$ cat config.mk
export PLATFORM = sky130hd
export DESIGN_NAME = dot_seq_ctrl
export DESIGN_NICKNAME = d
export VERILOG_FILES = /design/src/rtl/dot_seq_ctrl.sv
export SDC_FILE = /design/constraint.sdc
export NUM_CORES = 1
export LEC_CHECK = 0
export BUFFER_PORTS_ARGS = -buffer_cell sky130_fd_sc_hd__buf_2
export CORE_AREA = 2 2 133 135
export DETAILED_ROUTE_END_ITERATION = 16
export DIE_AREA = 0 0 135 137
export PLACE_DENSITY = 0.71
export SYNTH_ARGS = -nofsm -noshare
export SYNTH_HDL_FRONTEND = slang
export SYNTH_SLANG_ARGS = --single-unit
$ cat constraint.sdc
create_clock -name clk -period 2.03 [get_ports clk]
set_input_delay 0.3045 -clock clk [delete_from_list [all_inputs] [get_ports clk]]
set_output_delay 0.3045 -clock clk [all_outputs]
set_load 0.01 [all_outputs]
$ cat src/rtl/dot_seq_ctrl.sv
// Signed dot-product sequencer: walks two operand vectors, issuing one MUL then
// one ADD on the shared ALU per element, with a start/busy/done command port.
module dot_seq_ctrl #(
    parameter int DATA_W = 32,
    parameter int ADDR_W = 8,
    parameter int LEN_W  = 8
) (
    input  logic              clk,
    input  logic              rst_n,
    input  logic              start,
    input  logic [LEN_W-1:0]  vec_len,
    input  logic [ADDR_W-1:0] base_a,
    input  logic [ADDR_W-1:0] base_b,
    output logic              busy,
    output logic              done,
    output logic [DATA_W-1:0] result,
    output logic              mem_rd_en,
    output logic [ADDR_W-1:0] mem_addr_a,
    output logic [ADDR_W-1:0] mem_addr_b,
    input  logic [DATA_W-1:0] mem_data_a,
    input  logic [DATA_W-1:0] mem_data_b,
    output logic [2:0]        alu_op,
    output logic [DATA_W-1:0] alu_in1,
    output logic [DATA_W-1:0] alu_in2,
    input  logic [DATA_W-1:0] alu_out
);

    localparam logic [2:0] S_IDLE  = 3'd0;
    localparam logic [2:0] S_FETCH = 3'd1;
    localparam logic [2:0] S_MUL   = 3'd2;
    localparam logic [2:0] S_ACC   = 3'd3;
    localparam logic [2:0] S_DONE  = 3'd4;

    localparam logic [2:0] OP_ADD = 3'b000;
    localparam logic [2:0] OP_MUL = 3'b001;

    logic [2:0]        state;
    logic [LEN_W-1:0]  len_q;
    logic [ADDR_W-1:0] base_a_q;
    logic [ADDR_W-1:0] base_b_q;
    logic [LEN_W-1:0]  idx;
    logic [DATA_W-1:0] acc;
    logic [DATA_W-1:0] product;

    always_ff @(posedge clk or negedge rst_n) begin
        if (!rst_n) begin
            state    <= S_IDLE;
            len_q    <= '0;
            base_a_q <= '0;
            base_b_q <= '0;
            idx      <= '0;
            acc      <= '0;
            product  <= '0;
            result   <= '0;
        end else begin
            case (state)
                S_IDLE: begin
                    if (start) begin
                        len_q    <= vec_len;
                        base_a_q <= base_a;
                        base_b_q <= base_b;
                        idx      <= '0;
                        acc      <= '0;
                        result   <= '0;
                        state    <= (vec_len == '0) ? S_DONE : S_FETCH;
                    end
                end
                S_FETCH: state <= S_MUL;
                S_MUL: begin
                    product <= alu_out;
                    state   <= S_ACC;
                end
                S_ACC: begin
                    acc <= alu_out;
                    idx <= idx + LEN_W'(1);
                    // Final sum is captured here so result is already valid while done is high.
                    if (idx == len_q - LEN_W'(1)) begin
                        result <= alu_out;
                        state  <= S_DONE;
                    end else begin
                        state <= S_FETCH;
                    end
                end
                S_DONE:  state <= S_IDLE;
                default: state <= S_IDLE;
            endcase
        end
    end

    always_comb begin
        busy       = (state != S_IDLE);
        done       = (state == S_DONE);
        mem_rd_en  = 1'b0;
        mem_addr_a = '0;
        mem_addr_b = '0;
        alu_op     = OP_ADD;
        alu_in1    = '0;
        alu_in2    = '0;
        case (state)
            S_FETCH: begin
                mem_rd_en  = 1'b1;
                mem_addr_a = base_a_q + ADDR_W'(idx);
                mem_addr_b = base_b_q + ADDR_W'(idx);
            end
            S_MUL: begin
                alu_op  = OP_MUL;
                alu_in1 = mem_data_a;
                alu_in2 = mem_data_b;
            end
            S_ACC: begin
                alu_op  = OP_ADD;
                alu_in1 = acc;
                alu_in2 = product;
            end
            default: ;
        endcase
    end

endmodule

==> metrics <==
area leader, netlist=dfrtp_1; Pwr per Cell Area=1624 nW/um^2; Worst Skew=0.01306 ns; number of port buffers=238; MaxCap Viol Count=0; Routed Antenna Nets=0; CP cell instances=buf_6, fa_2, a21o_1, a21oi_2, o21bai_1, a21oi_1, xor2_1, nor2_1, buf_2; final setup vio count=111; Initial DRC Count=437; Detailed Routing Iterations Pass 1=4; area share of the leading cell type in the synthesized netlist=48.84%; Clock Latency Late Sink=0.41 ns; critical path class=reg -> out; Synth Area in Compound Gates=14.54%; Slowest cell on crit path=dfrtp_2; outcome=finished, violations left; Avg Vias per Cell=5.161; core area=17060 um^2; Total GRT Usage=22.43%; fin area=10080 um^2; row cnt=48; Mapped Cells=673; CTS Buf Count=17; Routed WL=21790 um; leak pwr=0.005451 uW; share of layout cells above drive strength 1=45.24%; Async S/R FF share, synth=100.0%; crit path buf inv count=2; clock slew at reported path FFs=0.07 ns; placed instance area=8502 um^2; Die H=137 um; violations in the final reports=negative setup slack; vias in the first global route=6079; largest net degree at the start of global routing=73; crit end category=output pin; area delta synth->final=50.16%; Post-Synth Simple-Gate Area=14.11%; DP HPWL=13220 um; drt drc=0; Critical Path RT=1.73 ns; largest family of logic cells by synthesized area=compound AO/OA/AOI/OAI gates; post-synthesis adder-cell area fraction=3.579%; Worst Path Max Fanout=5; Vias=6322; root buf cell=clkbuf_16; Layout Nets=1125; Seq/Total Area, Yosys=48.84%; mapped cell area=6713 um^2; unrepaired setup endpoints after global routing=yes; Syn. warnings=0; syn avg cell area=9.974 um^2; final hold vios=0; gp weighted congestion=0.8042; Max clock buf depth=2; Setup TNS Final=-17.57 ns; initial core utilization=39.36%; ranking of synthesized cells by area=dfrtp_1 49%, a22o_1 8.5%, nand2_1 6.4%; crit path DAT=2.35 ns; chip width=135 um; Worst setup SP type=flop; IO Count=241; CTS tree=done; final setup margin=-0.6210 ns; EDFF count, synth=0; fmax=377.2 MHz; most frequent cell after synthesis=dfrtp_1; crit share post-route=130.6%; min Tclk post-route=2.651 ns; Yosys cell types=43; die footprint=18500 um^2; xor and xnor area share after synthesis=2.982%; min-delay worst type=in -> reg; predominant post-synthesis flop cell=dfrtp_1; clk sinks=131; max-slew violation count=0; CP top delay family=compound AO/OA/AOI/OAI gates; number of synthesized register bits=131; total gr overflow=0; initial antenna violation count=2; critical path's largest stage delay=0.48 ns; CTS H-tree depth=4; first-pass GRT wire length=31820 um; wire length per cell=17.79 um; multiplexer area fraction after synthesis=10.14%; most frequent cells after synthesis=131 x dfrtp_1, 114 x nand2_1, 65 x a22o_1; Peak supply drop=789.2 uV
kinds of logic (layout without fill, tap and decap cells):
family | count (synthesis) | count (layout)
AO/OA/AOI/OAI | 138 | 138
buffers and inverters | 91 | 414
flip-flops | 131 | 131
AND/OR/NAND/NOR | 208 | 208
adder cells (fa/ha/maj) | 18 | 18
other | 1 | 5
multiplexers | 64 | 64
XOR/XNOR | 22 | 22
final timing paths:
check,slack [ns],from,to,depth (start not counted)
max in group asynchronous,1.08,rst_n,acc[28],3
min in group asynchronous,0.35,rst_n,acc[24],2
worst max-delay path,-0.62,idx[1],mem_addr_a[6],9
worst min-delay path,0.08,base_b[7],base_b_q[7],3
worst max register to register,-0.27,len_q[1],result[6],7
worst min register to register,0.49,base_a_q[5],base_a_q[5],2
cell usage in the layout (no fill, tap or decap), types with 3 or more instances in the layout:
master	synthesis	routed
xnor2_2	1	5
a21o_1	5	5
nor3_1	4	3
dfrtp_1	131	125
nand2_1	114	113
a21oi_2	0	9
mux2_2	32	32
o21ai_0	44	43
inv_6	0	4
nand3_1	44	44
ha_1	16	11
clkinvlp_4	0	3
inv_8	0	4
mux2i_1	32	29
a21oi_1	13	4
buf_4	2	57
xnor2_1	9	4
inv_1	41	40
dfrtp_2	0	6
diode_2	0	3
a22o_1	65	65
and3_1	5	3
buf_6	5	18
buf_2	0	235
clkbuf_16	0	21
buf_12	0	17
nor2_1	19	18
ha_4	0	4
nand2b_1	5	5
buf_8	0	4
buf_16	0	5
xor2_1	12	12
layer usage:
layer | vias to the layer above | global-route usage, % | part of all wire [%] | routed length [um]
li1 | 2974 | - | - | -
met2 | 210 | 38.52 | 51 | 11170
met3 | 28 | 4.963 | 5.7 | 1241
met4 | 0 | 8.449 | 2.0 | 426
met1 | 3110 | 27.70 | 41 | 8953
met5 | - | 0 | 0 | 0
sequential cells by signal, summed over array words and instances, names as in the netlist:
name      count
state         3
result       32
len_q         8
product      32
acc          32
idx           8
base_a_q      8
base_b_q      8
stage by stage:
stage | util [%] | power [uW] | setup slack [ns] | std cells | hold WS, ns
after floorplan | - | 8504 | -0.08756 | 674 | 0.008909
after global placement | 49.85 | 11050 | -0.1868 | 1137 | 0.2283
after detailed placement | 49.85 | 11210 | -0.1652 | 1137 | 0.2289
after CTS | 57.80 | 15890 | -0.5805 | 1209 | 0.06259
after global routing | 59.07 | 17390 | -0.7134 | 1223 | 0.08632
final | 59.10 | 16370 | -0.6210 | 1225 | 0.08260
report_power, final:
group | leakage, uW | switching [uW] | internal [uW] | total [uW]
Clock | 0.000282 | 1320 | 1750 | 3070
Sequential | 0.00166 | 827 | 3680 | 4510
Combinational | 0.00351 | 4200 | 4600 | 8790
repair_timing:
action,CTS,global route
setup buffers,24,23
gates resized for setup,44,49
hold endpoints to repair,34,0
gates cloned,15,5
hold buffers,1,0
pin swaps,23,29
setup endpoints to repair,111,117
worst min-delay path, cell delays in order:
cell     delay [ns]
buf_2          0.08
nand2_1        0.04
nand2_1        0.04
area by class of cell:
class	count	area (um^2)
repair buffers	341	2455
clock inverters	15	166.4
clock buffers	17	425.4
multi-input cells	452	3304
inverters	41	153.9
well taps	225	281.5
flip-flops and latches	131	3286
diodes	3	7.507
fillers	1438	6977
(Power assumes the default switching activity.)
